<file path="src/rtl/alu_operand_sequencer.sv">
// ==========================================================================
// alu_operand_sequencer : loads A/B nibbles, waits for the ALU, captures result
// Revision: 1.0
// ==========================================================================
`default_nettype none

module alu_operand_sequencer #(
  parameter int EXEC_WAIT = 1
) (
  input  logic       clk,
  input  logic       rst_n,
  input  logic [3:0] data_in,
  input  logic       data_valid,
  input  logic [3:0] res_in,
  input  logic       carry_in,
  input  logic       ovf_in,
  input  logic       zero_in,
  input  logic       neg_in,
  output logic [3:0] alu_a,
  output logic [3:0] alu_b,
  output logic       ready,
  output logic       busy,
  output logic       done,
  output logic [3:0] result_q,
  output logic [3:0] flags_q,
  output logic [7:0] op_count
);

  typedef enum logic [1:0] {
    S_IDLE   = 2'd0,
    S_WAIT_B = 2'd1,
    S_EXEC   = 2'd2,
    S_DONE   = 2'd3
  } state_t;

  localparam logic [3:0] WAIT_LAST = 4'(EXEC_WAIT - 1);

  state_t     state;
  state_t     state_nxt;
  logic [3:0] wait_cnt;
  logic       accept;
  logic       exec_last;

  // Handshake outputs are pure decodes of the state register.
  assign ready = (state == S_IDLE) || (state == S_WAIT_B);
  assign busy  = (state == S_EXEC) || (state == S_DONE);
  assign done  = (state == S_DONE);

  always_comb begin
    accept    = data_valid && ready;
    exec_last = (state == S_EXEC) && (wait_cnt == WAIT_LAST);
    state_nxt = state;
    case (state)
      S_IDLE:   if (accept) state_nxt = S_WAIT_B;
      S_WAIT_B: if (accept) state_nxt = S_EXEC;
      S_EXEC:   if (exec_last) state_nxt = S_DONE;
      S_DONE:   state_nxt = S_IDLE;
      default:  state_nxt = S_IDLE;
    endcase
  end

  always_ff @(posedge clk) begin
    if (!rst_n) begin
      state    <= S_IDLE;
      alu_a    <= 4'd0;
      alu_b    <= 4'd0;
      result_q <= 4'd0;
      flags_q  <= 4'd0;
      op_count <= 8'd0;
      wait_cnt <= 4'd0;
    end else begin
      state <= state_nxt;
      if ((state == S_IDLE) && accept) begin
        alu_a <= data_in;
      end
      if ((state == S_WAIT_B) && accept) begin
        alu_b    <= data_in;
        wait_cnt <= 4'd0;
      end
      // The count is bumped on the capture edge so it is current while done is high.
      if (state == S_EXEC) begin
        if (exec_last) begin
          result_q <= res_in;
          flags_q  <= {neg_in, zero_in, ovf_in, carry_in};
          op_count <= op_count + 8'd1;
        end else begin
          wait_cnt <= wait_cnt + 4'd1;
        end
      end
    end
  end

endmodule

`default_nettype wire

</file>
<file path="config.mk">
export PLATFORM = sky130hd
export DESIGN_NAME = alu_operand_sequencer
export DESIGN_NICKNAME = d
export VERILOG_FILES = /design/src/rtl/alu_operand_sequencer.sv
export SDC_FILE = /design/constraint.sdc
export NUM_CORES = 1
export LEC_CHECK = 0
export ABC_AREA = 1
export CAP_MARGIN = 40
export CORE_ASPECT_RATIO = 0.7
export CORE_MARGIN = 2
export CORE_UTILIZATION = 48
export DETAILED_ROUTE_END_ITERATION = 10
export PLACE_DENSITY = 0.8
export SETUP_SLACK_MARGIN = 0.1
export SLEW_MARGIN = 20
export SYNTH_ARGS = -nofsm -noshare
export SYNTH_HDL_FRONTEND = slang
export SYNTH_SLANG_ARGS = --single-unit
</file>
<file path="constraint.sdc">
create_clock -name clk -period 3.4 [get_ports clk]
set_input_delay 0.34 -clock clk [delete_from_list [all_inputs] [get_ports clk]]
set_output_delay 0.34 -clock clk [all_outputs]
set_load 0.005 [all_outputs]
</file>
# After elaboration in Yosys (flattened, before gate mapping)
# Index checks and enable logic that the tools add are counted.
[word_totals] regBits=30 wordCells=32
[classes] add_sub_neg=2 n_eq_ne=6 n_mux=7 n_reduce_logical=10
[ops] cell="$mux 4" count=3
[ops] cell="$add 8x1->8 const B" count=1
[ops] cell="$pmux 2 s4" count=1
[ops] cell="$mux 2" count=3
[ops] cell="$ne 2x2->1 const B" count=3
[ops] cell="$add 4x1->4 const B" count=1
[ops] cell="$eq 2x2->1 const B" count=2
[ops] cell="$logic_and 1x1->1" count=4
[ops] cell="$logic_not 4->1" count=1
[ops] cell="$reduce_and 3->1" count=1
[ops] cell="$eq 2x1->1 const B" count=1
[ops] cell="$logic_not 2->1" count=1
[ops] cell="$logic_or 1x1->1" count=2
[ops] cell="$reduce_and 2->1" count=1

# Depth between registers and ports, before layout
[depth] depth_word=7 mapped_depth=9 mapped_depth_nobuf=8

# Worst setup path before layout
# OpenSTA, ideal clock, no wires.
[synth_path] path_type="register to output" start="register state[0]" end="output port busy" arrival_time_ns=1.052 setup_slack_ns=2.008 stages_incl_launch_ff=5 n_path_buf=1 cell_sequence="dfxtp_1 -> inv_1 -> ha_1 -> buf_2 -> or2_2"
[synth_between] elab_chain_len=2 elab_cells_between_ends=3 classes_between="eq/ne: 2; reduce/logical: 1"
[synth_lines] element="start: declaration" line="38" text="state_t state;"
[synth_lines] element="start signal: assignment" line="72" text="state <= state_nxt;"
[synth_lines] element="$eq 2x2->1" line="46" text="assign busy = (state == S_EXEC) || (state == S_DONE);"
[synth_lines] element="$logic_or 1x1->1 (*)" line="46"
[synth_lines] element="end: declaration" line="22" text="output logic busy,"
# Every way passes the cells marked *; elsewhere a longest branch is shown, timed or not.

# Final worst setup path
# Same ends and word-level chain as after synthesis.

==> flow_summary.yaml <==
clocking:
  cts_resized: 0
  cts_hold_buf: 0
  clock_latency_ps: 280
  clk_pin_slew_worst_paths_ps: 60
  cts_tree: "yes"
  clockRootBuffer: "clkbuf_8"
  numCtsBuffers: 5
  post-cts-setup-buffer-count: 0
  ctsHtreeMaxLevel: 2
  clkSinkCount: 30
  cts_buffer_depth: 2
place:
  place_congestion: 0.785
  port_buffers: 41
  dp_hpwl_um: 2180
  placed_area_um2: 1740
route:
  drt-initial-drc-count: 56
  vias: 1207
  via_per_inst: 4.79
  routedWlPerCell_um: 11.5
  routed_wirelength_um: 2910
  drtPass1Iterations: 4
  antenna_left: 0
  drc: 0
setup_path:
  reg2reg_slack_ps: 1750
  worstSetupPathType: "reg -> out"
  startpoint_type: "flip-flop"
  reg2reg_from: "state[0]"
  ff2ff_path_depth: 6
  r2r-end: "flags_q[1]"
  cp-end-kind: "primary output"
  cp.required_ps: 3060
  worstPathArrival_ps: 1860
  critPathMaxFanout: 8
  critPathLaunch: "state[0]"
  endpoint: "busy"
finish:
  mostFrequentLayoutCells: "nand2_1 (41), clkdlybuf4s50_1 (41), dfxtp_1 (30), nor2_1 (28), a21oi_1 (19)"
  num_antenna_cells: 0
  fin_nets: 240
  drive_above_1_share_pct: 6.42
  nFillCells: 190
  syn2layout_area_growth_pct: 39.9
  fin_area_um2: 1830
die:
  die_area_um2: 3170
  die_height_um: 47.7
  num_io_pins: 42
  row_count: 15
  start_util_pct: 51.8
  coreArea_um2: 2530
  dieWidth_um: 66.5
pwr:
  leakage_uw: 0.000732
  ir_worst_vdd_v: 0.000444
  power_density_nw_per_um2: 606
synthesis:
  ys_seq_elements: 30
  yosysSeqAreaShare_pct: 45.8
  yosysWarningCount: 0
  syn_inst: 173
  synth.distinct_cells: 22
  synthesis.area_um2: 1310
  avgSynthCellArea_um2: 7.58
  synth_nets: 196
sta:
  layout_min_cycle_time_ps: 2200
  max_slew_margin_pct: 63.0
  rsz0062_at_grt: "no"
  fin_setup_tns_ps: 0
  finalHoldViolCount: 0
  clock_skew_ps: 3.71
  max_freq_ghz: 0.455
  fin_crit_sh_pct: 64.7
  worst_pin_slew_ps: 553
  slew_violations: 0
  setup_viol: 0
job:
  maxCapViolCount: 0
run_status:
  outcome: "finished, final reports clean"
global_route:
  grt_max_degree: 18
  grt_pass1_vias: 1068
  grt-ovfl-total: 0
  grt_usage_pct: 20.3
  antenna_found_initial: 0
  grt_pass1_wl_um: 4570
hold_path:
  holdPathStages: 2
  min_path_type: "reg -> reg"
critical path: stages (launching register included):
cell,delay (ps)
dfxtp_1,370
inv_1,100
ha_1,330
or2_2,330
clkdlybuf4s50_1,450
cell type report:
class | instances | area (um2) | share of cell area, %
multi-input combinational | 124 | 633 | 34.5
timing repair buffer | 41 | 410 | 22.4
tap | 34 | 42.5 | 2.32
clock buffer | 7 | 86.3 | 4.71
sequential | 30 | 601 | 32.7
inverter | 15 | 56.3 | 3.07
clock inverter | 1 | 5.00 | 0.273
metal layers:
layer / track usage [%] / vias up / share of wire, %
met5: 0 / - / 0
met3: 8.47 / 4 / 4.9
met2: 31.4 / 31 / 47
met1: 26.5 / 537 / 47
met4: 6.12 / 0 / 1.1
li1: - / 635 / -
per-stage QoR:
stage                     std cells  power, uW  utilization (%)  setup slack, ps  hold slack (ps)
after floorplan                 173        652                -             2010              458
final                           252       1110             72.4             1200              470
after global placement          244        806             68.8             1570              450
after global routing            252       1190             72.4             1100              481
after CTS                       252       1120             72.4             1180              470
after detailed placement        244        828             68.8             1490              461
cells in the mapped netlist:
cell type | instances | area, um2
buf_2 | 2 | 10.0
ha_1 | 8 | 100
nand3_4 | 1 | 17.5
a21oi_1 | 19 | 95.1
o21ai_0 | 11 | 55.1
o21ai_1 | 1 | 5.00
xnor2_1 | 1 | 8.76
or2_1 | 1 | 6.26
clkbuf_1 | 1 | 3.75
nor3b_1 | 1 | 7.51
xor2_1 | 1 | 8.76
inv_2 | 2 | 7.51
nor2_1 | 28 | 105
nand3_1 | 5 | 25.0
nor3_1 | 2 | 10.0
dfxtp_1 | 30 | 601
nand2_1 | 41 | 154
or2_2 | 1 | 6.26
buf_4 | 1 | 7.51
nor2_4 | 2 | 22.5
inv_1 | 13 | 48.8
nor2_2 | 1 | 6.26
cell families after synthesis:
kind of cell             Yosys count  share of synthesized area, %
buffers and inverters             19                          5.92
AO/OA/AOI/OAI                     31                          11.8
adder cells (fa/ha/maj)            8                          7.63
flip-flops                        30                          45.8
XOR/XNOR                           2                          1.34
AND/OR/NAND/NOR                   83                          27.5
state kept, by name, indices dropped and copies added, names as in the netlist:
signal,flops
wait_cnt,4
state,2
op_count,8
alu_b,4
result_q,4
alu_a,4
flags_q,4
where the power goes:
| part | leakage, uW | switching [uW] | internal [uW] | total [uW] |
|---|---|---|---|---|
| Clock | 0.0000482 | 127 | 163 | 290 |
| Sequential | 0.000244 | 38.7 | 409 | 447 |
| Combinational | 0.000439 | 187 | 188 | 374 |
worst min-delay path by stage:
stage / from / end / slack [ps]
floorplan: flags_q[0] / flags_q[0] / 460
global placement: flags_q[0] / flags_q[0] / 450
detailed placement: flags_q[0] / flags_q[0] / 460
CTS: flags_q[0] / flags_q[0] / 470
global route: flags_q[0] / flags_q[0] / 480
finish: flags_q[2] / flags_q[2] / 470
No activity file was read; power rests on OpenSTA's default activity.
